**src/rtl/led_rate_sequencer_if.sv**
```systemverilog
// Control and status bundle between the board control logic and led_rate_sequencer.
interface led_rate_sequencer_if;
    // Controls are single-cycle or level signals sampled on the rising clock edge.
    // There is no valid/ready handshake: i_start is a request taken only in IDLE,
    // i_hold is a level, and i_abort is a request with top priority. Every status
    // output is registered.
    logic       i_start;
    logic       i_hold;
    logic       i_abort;
    logic       o_select_s1;
    logic       o_select_s0;
    logic       o_enable;
    logic       o_busy;
    logic [1:0] o_step;
    logic       o_done;

    modport master (
        output i_start, i_hold, i_abort,
        input  o_select_s1, o_select_s0, o_enable, o_busy, o_step, o_done
    );

    modport slave (
        input  i_start, i_hold, i_abort,
        output o_select_s1, o_select_s0, o_enable, o_busy, o_step, o_done
    );
endinterface

```
**src/rtl/led_rate_sequencer.sv**
```systemverilog
// Steps the blink-rate selects through SEQ_PATTERN, DWELL_CYCLES cycles per step.
// Define LED_SEQ_LOOP_EN to wrap back to step 0 forever instead of finishing once.
module led_rate_sequencer #(
    parameter logic [31:0] DWELL_CYCLES = 32'd200000,
    parameter int unsigned NUM_STEPS    = 4,
    parameter logic [7:0]  SEQ_PATTERN  = 8'b01_00_01_00
) (
    input  logic                  i_clk,
    input  logic                  i_rst_n,
    led_rate_sequencer_if.slave   seq_if,
    output logic [1:0]            dbg_state_o
);

    typedef enum logic [1:0] {
        ST_IDLE = 2'd0,
        ST_RUN  = 2'd1,
        ST_HOLD = 2'd2,
        ST_DONE = 2'd3
    } state_e;

    localparam logic [31:0] DWELL_LAST = DWELL_CYCLES - 32'd1;
    localparam logic [1:0]  LAST_STEP  = 2'(NUM_STEPS - 1);

    state_e      state_q, state_d;
    logic [31:0] cnt_q, cnt_d;
    logic [1:0]  step_q, step_d;
    logic [1:0]  sel_q, sel_d;
    logic        enable_q, enable_d;
    logic        busy_q, busy_d;
    logic        done_q, done_d;
    logic [1:0]  step_inc;

    assign step_inc = step_q + 2'd1;

    always_ff @(posedge i_clk or negedge i_rst_n) begin
        if (!i_rst_n) begin
            state_q  <= ST_IDLE;
            cnt_q    <= 32'd0;
            step_q   <= 2'd0;
            sel_q    <= 2'd0;
            enable_q <= 1'b0;
            busy_q   <= 1'b0;
            done_q   <= 1'b0;
        end else begin
            state_q  <= state_d;
            cnt_q    <= cnt_d;
            step_q   <= step_d;
            sel_q    <= sel_d;
            enable_q <= enable_d;
            busy_q   <= busy_d;
            done_q   <= done_d;
        end
    end

    always_comb begin
        state_d  = state_q;
        cnt_d    = cnt_q;
        step_d   = step_q;
        sel_d    = sel_q;
        enable_d = enable_q;
        busy_d   = busy_q;
        done_d   = 1'b0;
        unique case (state_q)
            ST_IDLE: begin
                if (seq_if.i_start && !seq_if.i_abort) begin
                    state_d  = ST_RUN;
                    cnt_d    = 32'd0;
                    step_d   = 2'd0;
                    sel_d    = SEQ_PATTERN[1:0];
                    enable_d = 1'b1;
                    busy_d   = 1'b1;
                end
            end
            ST_RUN, ST_HOLD: begin
                if (seq_if.i_abort) begin
                    state_d  = ST_IDLE;
                    cnt_d    = 32'd0;
                    step_d   = 2'd0;
                    sel_d    = 2'd0;
                    enable_d = 1'b0;
                    busy_d   = 1'b0;
                end else if (state_q == ST_HOLD && seq_if.i_hold) begin
                    state_d = ST_HOLD;
                end else if (cnt_q == DWELL_LAST) begin
                    // Terminal count wins over a hold arriving in the same cycle.
                    if (step_q != LAST_STEP) begin
                        step_d  = step_inc;
                        sel_d   = SEQ_PATTERN[{step_inc, 1'b0} +: 2];
                        cnt_d   = 32'd0;
                        state_d = seq_if.i_hold ? ST_HOLD : ST_RUN;
                    end else begin
`ifdef LED_SEQ_LOOP_EN
                        step_d  = 2'd0;
                        sel_d   = SEQ_PATTERN[1:0];
                        cnt_d   = 32'd0;
                        done_d  = 1'b1;
                        state_d = seq_if.i_hold ? ST_HOLD : ST_RUN;
`else
                        state_d  = ST_DONE;
                        cnt_d    = 32'd0;
                        step_d   = 2'd0;
                        sel_d    = 2'd0;
                        enable_d = 1'b0;
                        busy_d   = 1'b0;
                        done_d   = 1'b1;
`endif
                    end
                end else if (seq_if.i_hold) begin
                    state_d = ST_HOLD;
                end else begin
                    cnt_d   = cnt_q + 32'd1;
                    state_d = ST_RUN;
                end
            end
            ST_DONE: begin
                state_d = ST_IDLE;
            end
        endcase
    end

    assign seq_if.o_select_s1 = sel_q[1];
    assign seq_if.o_select_s0 = sel_q[0];
    assign seq_if.o_enable    = enable_q;
    assign seq_if.o_busy      = busy_q;
    assign seq_if.o_step      = step_q;
    assign seq_if.o_done      = done_q;
    assign dbg_state_o        = state_q;

endmodule

```
**src/flat_wrapper.sv**
```systemverilog
// flat-port wrapper written by rule: the top's interface ports become plain ports
module led_rate_sequencer_flat 
#(
    parameter logic [31:0] DWELL_CYCLES = 32'd200000,
    parameter int unsigned NUM_STEPS    = 4,
    parameter logic [7:0]  SEQ_PATTERN  = 8'b01_00_01_00
)
  (i_clk, i_rst_n, dbg_state_o, seq_if_i_start, seq_if_i_hold, seq_if_i_abort, seq_if_o_select_s1, seq_if_o_select_s0, seq_if_o_enable, seq_if_o_busy, seq_if_o_step, seq_if_o_done);
  led_rate_sequencer_if seq_if_i ();
  input  logic i_clk;
  input  logic i_rst_n;
  output logic [1:0] dbg_state_o;
  input wire logic [$bits(seq_if_i.i_start)-1:0] seq_if_i_start;
  input wire logic [$bits(seq_if_i.i_hold)-1:0] seq_if_i_hold;
  input wire logic [$bits(seq_if_i.i_abort)-1:0] seq_if_i_abort;
  output wire logic [$bits(seq_if_i.o_select_s1)-1:0] seq_if_o_select_s1;
  output wire logic [$bits(seq_if_i.o_select_s0)-1:0] seq_if_o_select_s0;
  output wire logic [$bits(seq_if_i.o_enable)-1:0] seq_if_o_enable;
  output wire logic [$bits(seq_if_i.o_busy)-1:0] seq_if_o_busy;
  output wire logic [$bits(seq_if_i.o_step)-1:0] seq_if_o_step;
  output wire logic [$bits(seq_if_i.o_done)-1:0] seq_if_o_done;
  assign seq_if_i.i_start = seq_if_i_start;
  assign seq_if_i.i_hold = seq_if_i_hold;
  assign seq_if_i.i_abort = seq_if_i_abort;
  assign seq_if_o_select_s1 = seq_if_i.o_select_s1;
  assign seq_if_o_select_s0 = seq_if_i.o_select_s0;
  assign seq_if_o_enable = seq_if_i.o_enable;
  assign seq_if_o_busy = seq_if_i.o_busy;
  assign seq_if_o_step = seq_if_i.o_step;
  assign seq_if_o_done = seq_if_i.o_done;
  led_rate_sequencer #(.DWELL_CYCLES(DWELL_CYCLES), .NUM_STEPS(NUM_STEPS), .SEQ_PATTERN(SEQ_PATTERN)) u_core (.i_clk(i_clk), .i_rst_n(i_rst_n), .seq_if(seq_if_i), .dbg_state_o(dbg_state_o));
endmodule
```
**config.mk**
```make
export PLATFORM = sky130hd
export DESIGN_NAME = led_rate_sequencer_flat
export DESIGN_NICKNAME = d
export VERILOG_FILES = /design/src/rtl/led_rate_sequencer_if.sv /design/src/rtl/led_rate_sequencer.sv /design/src/flat_wrapper.sv
export SDC_FILE = /design/constraint.sdc
export NUM_CORES = 1
export LEC_CHECK = 0
export ABC_AREA = 1
export CAP_MARGIN = 40
export CORE_MARGIN = 4
export CORE_UTILIZATION = 45
export CTS_BUF_LIST = sky130_fd_sc_hd__clkbuf_8
export DETAILED_ROUTE_END_ITERATION = 7
export PLACE_DENSITY = 0.62
export SLEW_MARGIN = 20
export SYNTH_ARGS = -nofsm -noshare
export SYNTH_HDL_FRONTEND = slang
export SYNTH_SLANG_ARGS = --single-unit
```
**constraint.sdc**
```tcl
create_clock -name i_clk -period 2.1 [get_ports i_clk]
set_input_delay 0.42 -clock i_clk [delete_from_list [all_inputs] [get_ports i_clk]]
set_output_delay 0.42 -clock i_clk [all_outputs]
set_load 0.03 [all_outputs]
```
==> impl_results.html <==
<table>
<tr><th>Metric</th><th>Value</th></tr>
<tr><th colspan="2">Critical path</th></tr>
<tr><td>Ordered list of cells on the worst path</td><td>inv_1, ha_1, nand2_1, nor2_1, nor3_2, buf_12, nand4_1, o21ai_0, nor2_1</td></tr>
<tr><td>Worst Path Arrival</td><td>2.12 ns</td></tr>
<tr><td>Category of the most critical setup path</td><td>reg -&gt; reg</td></tr>
<tr><td>Maximum net fanout on the critical path</td><td>20</td></tr>
<tr><td>Slowest CP cell</td><td>sky130_fd_sc_hd__dfrtp_1</td></tr>
<tr><td>Worst reg2reg path depth</td><td>9</td></tr>
<tr><td>Kind of capture point of the worst setup path</td><td>flop</td></tr>
<tr><td>Delay of the slowest cell on the worst path</td><td>0.43 ns</td></tr>
<tr><td>Setup crit start kind</td><td>flop</td></tr>
<tr><td>Cell repeated most along the worst path</td><td>sky130_fd_sc_hd__nor2_1</td></tr>
<tr><td>Critical path required time</td><td>between 2 and 2.5 ns</td></tr>
<tr><td>Setup slack, reg-to-reg</td><td>0.17 ns</td></tr>
<tr><th colspan="2">Final layout</th></tr>
<tr><td>Final net count</td><td>a little under 500</td></tr>
<tr><td>Signed area change from the synthesized netlist to the final layout</td><td>12.3%</td></tr>
<tr><td>Area of combinational cells with multiple inputs</td><td>1660 um2</td></tr>
<tr><td>Count of placed standard cells in the final layout, fillers left out</td><td>about 560</td></tr>
<tr><td>Filler cell count in the final layout</td><td>607</td></tr>
<tr><td>Share of cells above drive strength 1</td><td>0.0930</td></tr>
<tr><td>Post-route design area</td><td>3220 um2</td></tr>
<tr><td>Antenna fix cells</td><td>0</td></tr>
<tr><td>FF/Latch Area</td><td>951 um2</td></tr>
<tr><th colspan="2">Die</th></tr>
<tr><td>Core Box Area</td><td>6060 um2</td></tr>
<tr><td>Die footprint</td><td>7710 um2</td></tr>
<tr><td>Starting density of the core</td><td>0.473</td></tr>
<tr><td>Number of I/O pins</td><td>14</td></tr>
<tr><td>X dimension of the die</td><td>87.8 um</td></tr>
<tr><td>Placement Rows</td><td>28</td></tr>
<tr><td>Y dimension of the die</td><td>87.8 um</td></tr>
<tr><th colspan="2">STA</th></tr>
<tr><td>Final Skew</td><td>0.00458 ns</td></tr>
<tr><td>Final number of setup-violating endpoints</td><td>0</td></tr>
<tr><td>Setup TNS</td><td>0 ns</td></tr>
<tr><td>RSZ-0062 raised after global routing</td><td>false</td></tr>
<tr><td>Final clock period utilization by the worst path</td><td>0.918</td></tr>
<tr><td>Max-slew violation count</td><td>0</td></tr>
<tr><td>Final Hold Violating Endpoints</td><td>0</td></tr>
<tr><td>Highest clock rate</td><td>519 MHz</td></tr>
<tr><td>Minimum period implied by the final worst setup slack</td><td>1.93 ns</td></tr>
<tr><th colspan="2">Detailed routing</th></tr>
<tr><td>Mean number of vias per cell</td><td>5.15</td></tr>
<tr><td>Detailed-routing iteration count for the pre-antenna-repair pass</td><td>4</td></tr>
<tr><td>Total detailed-routing wirelength</td><td>7580 um</td></tr>
<tr><td>Starting DRC count in detailed routing</td><td>133</td></tr>
<tr><td>Routed WL per cell</td><td>13.6 um</td></tr>
<tr><td>Via count</td><td>around 2,900</td></tr>
<tr><td>Antenna Violating Nets Remaining</td><td>0</td></tr>
<tr><td>Post-route DRC violation count</td><td>0</td></tr>
<tr><th colspan="2">Hold path</th></tr>
<tr><td>Tightest Hold Check Type</td><td>in -&gt; async</td></tr>
<tr><th colspan="2">GRT</th></tr>
<tr><td>Global router's overall resource usage</td><td>0.220</td></tr>
<tr><td>Antenna violations before repair</td><td>0</td></tr>
<tr><td>Global-route wire length before repair</td><td>13,300 um</td></tr>
<tr><td>Pin count of the biggest net entering global routing</td><td>39</td></tr>
<tr><td>Via count of the first global-routing pass</td><td>2,842</td></tr>
<tr><td>Overflow left after global routing</td><td>0</td></tr>
<tr><th colspan="2">Synth</th></tr>
<tr><td>Most area-consuming cells after synthesis</td><td>sky130_fd_sc_hd__dfrtp_1, sky130_fd_sc_hd__nand2_1, sky130_fd_sc_hd__nor2_1</td></tr>
<tr><td>FF+latch count, synth</td><td>38</td></tr>
<tr><td>Mapped Area</td><td>2870 um2</td></tr>
<tr><td>Net count of the mapped netlist</td><td>472</td></tr>
<tr><td>Most instantiated flip-flop cell in the synthesis netlist</td><td>sky130_fd_sc_hd__dfrtp_1</td></tr>
<tr><td>Portion of synthesized cell area occupied by the leading cell type</td><td>0.332</td></tr>
<tr><td>Sequential-to-total area share from yosys stat</td><td>0.332</td></tr>
<tr><td>Post-synthesis cell count</td><td>461</td></tr>
<tr><td>Post-synthesis cell type count</td><td>34</td></tr>
<tr><td>Async S/R FF share, synth</td><td>1.00</td></tr>
<tr><td>Warning count from the yosys run</td><td>0</td></tr>
<tr><td>Count of flip-flops with a built-in enable after synthesis</td><td>0</td></tr>
<tr><td>Area leader, netlist</td><td>sky130_fd_sc_hd__dfrtp_1</td></tr>
<tr><td>Synth Area per Inst</td><td>6.22 um2</td></tr>
<tr><th colspan="2">Placement</th></tr>
<tr><td>Half-perimeter wire length after placement</td><td>between 5000 and 6000 um</td></tr>
<tr><td>Number of buffers inserted by port buffering</td><td>12</td></tr>
<tr><td>Instance area after placement</td><td>between 3000 and 4000 um2</td></tr>
<tr><td>Number of cells in the design after placement</td><td>551</td></tr>
<tr><td>Weighted congestion reported at the end of routability-driven placement</td><td>0.943</td></tr>
<tr><th colspan="2">Clock network</th></tr>
<tr><td>Count of cells resized by post-cts repair</td><td>0</td></tr>
<tr><td>H-tree levels</td><td>2</td></tr>
<tr><td>Post-CTS clock slew at the launch and capture registers of the worst setup and hold paths</td><td>~0.08 ns</td></tr>
<tr><td>Inserted Clock Buffers</td><td>5</td></tr>
<tr><td>TritonCTS clock tree</td><td>yes</td></tr>
<tr><td>Clock Sinks</td><td>38</td></tr>
<tr><td>Post-CTS Setup Repair Bufs</td><td>0</td></tr>
<tr><td>Cell chosen for the clock root</td><td>sky130_fd_sc_hd__clkbuf_8</td></tr>
<tr><td>Maximum count of clock buffers along a single path</td><td>2</td></tr>
<tr><td>Number of hold buffers added after cts</td><td>0</td></tr>
<tr><td>Clock latency reported for the late side of the worst-skew pair</td><td>approximately 0.30 ns</td></tr>
<tr><th colspan="2">Outcome</th></tr>
<tr><td>Status</td><td>complete, no violations</td></tr>
<tr><th colspan="2">Flow run</th></tr>
<tr><td>Max-cap violations</td><td>0</td></tr>
<tr><th colspan="2">Power</th></tr>
<tr><td>Highest ir drop seen on vdd</td><td>1010 uV</td></tr>
<tr><td>Power density over the cells</td><td>between 800 and 900 nW/um2</td></tr>
<tr><td>Static Leakage</td><td>between 1 and 1.5 nW</td></tr>
</table>
==> power breakdown <==
part	leakage, nW	internal (mW)	total [mW]	switching, mW
Sequential	0.524	0.789	0.849	0.0599
Combinational	0.884	0.500	1.42	0.917
Clock	0.0524	0.260	0.528	0.268
==> synthesized netlist by cell type (3+ instances only) <==
master,n
sky130_fd_sc_hd__ha_1,6
sky130_fd_sc_hd__nor2_2,8
sky130_fd_sc_hd__buf_4,3
sky130_fd_sc_hd__nor2_1,95
sky130_fd_sc_hd__dfrtp_1,38
sky130_fd_sc_hd__nand2_1,154
sky130_fd_sc_hd__a21oi_1,10
sky130_fd_sc_hd__o21ai_1,4
sky130_fd_sc_hd__buf_2,4
sky130_fd_sc_hd__nand2_4,3
sky130_fd_sc_hd__a31oi_1,4
sky130_fd_sc_hd__nand3_1,56
sky130_fd_sc_hd__o21ai_0,9
sky130_fd_sc_hd__buf_6,3
sky130_fd_sc_hd__inv_1,39
sky130_fd_sc_hd__nand4_1,3
==> routing by layer <==
metal / routed length (um) / vias to the layer above / track usage
met5: 0 / - / 0
met2: 3620 / 64 / 0.364
met1: 3530 / 1314 / 0.293
met3: 288 / 11 / 0.0357
met4: 136 / 0 / 0.0725
li1: - / 1488 / -
==> stage by stage <==
stage / setup slack, ns / utilization / hold slack (ns) / total power [mW]
floorplan: 0.0934 / - / 0.124 / 1.85
global placement: 0.0832 / 0.516 / 0.494 / 2.28
detailed placement: 0.0311 / 0.516 / 0.505 / 2.30
CTS: 0.143 / 0.531 / 0.200 / 2.83
global route: 0.00355 / 0.531 / 0.218 / 3.02
finish: 0.171 / 0.531 / 0.173 / 2.79
==> state kept, by name, indices dropped and copies added, names as in the netlist <==
register	cells
u_core.cnt_q	32
u_core.dbg_state_o	2
u_core.seq_if.o_done	1
u_core.sel_q	1
u_core.seq_if.o_step	1
u_core.seq_if.o_enable	1
==> cell usage in the layout (no fill, tap or decap), types with 3 or more instances in the layout <==
| cell type | instances |
|---|---|
| sky130_fd_sc_hd__nand2_1 | 154 |
| sky130_fd_sc_hd__o21ai_1 | 4 |
| sky130_fd_sc_hd__nor2_2 | 8 |
| sky130_fd_sc_hd__a31oi_1 | 4 |
| sky130_fd_sc_hd__a21oi_1 | 10 |
| sky130_fd_sc_hd__nor2_1 | 95 |
| sky130_fd_sc_hd__buf_4 | 14 |
| sky130_fd_sc_hd__inv_1 | 40 |
| sky130_fd_sc_hd__dfrtp_1 | 38 |
| sky130_fd_sc_hd__clkdlybuf4s50_1 | 11 |
| sky130_fd_sc_hd__nand2_4 | 3 |
| sky130_fd_sc_hd__nand3_1 | 56 |
| sky130_fd_sc_hd__o21ai_0 | 9 |
| sky130_fd_sc_hd__ha_1 | 6 |
| sky130_fd_sc_hd__nand4_1 | 3 |
| sky130_fd_sc_hd__clkbuf_8 | 6 |
==> critical path, delay by kind of cell, from the launching register on <==
kind | cells | cell delay (ns)
buffers and inverters | 2 | 0.28
flip-flops | 1 | 0.43
AO/OA/AOI/OAI | 1 | 0.18
adder cells (fa/ha/maj) | 1 | 0.33
AND/OR/NAND/NOR | 5 | 0.57
==> final cells by class <==
type,instances,area share
clock buffer,6,0.0257
clock inverter,2,0.00272
inverter,43,0.0506
multi-input combinational,367,0.515
sequential,38,0.296
tap,75,0.0292
timing repair buffer,28,0.0809
==> logic make-up after synthesis <==
logic type | synth area share
xor gates and xnor gates | 0.00306
DFF | 0.332
other | 0.00131
adders and majority gates | 0.0262
and+or+nand+nor | 0.495
AOI/OAI and AO/OA | 0.0515
buffers and inverters | 0.0913
==> path summary, 6_finish.rpt <==
check | startpoint | endpoint
setup / recovery | u_core.dbg_state_o[0] | u_core.cnt_q[17]
hold / removal | i_rst_n | u_core.cnt_q[3]
setup reg to reg | u_core.dbg_state_o[0] | u_core.cnt_q[17]
hold reg to reg | u_core.seq_if.o_enable | u_core.seq_if.o_enable
max in group asynchronous | i_rst_n | u_core.cnt_q[13]
min in group i_clk | u_core.seq_if.o_enable | u_core.seq_if.o_enable
Note: power is estimated with default switching activity, not from simulation.
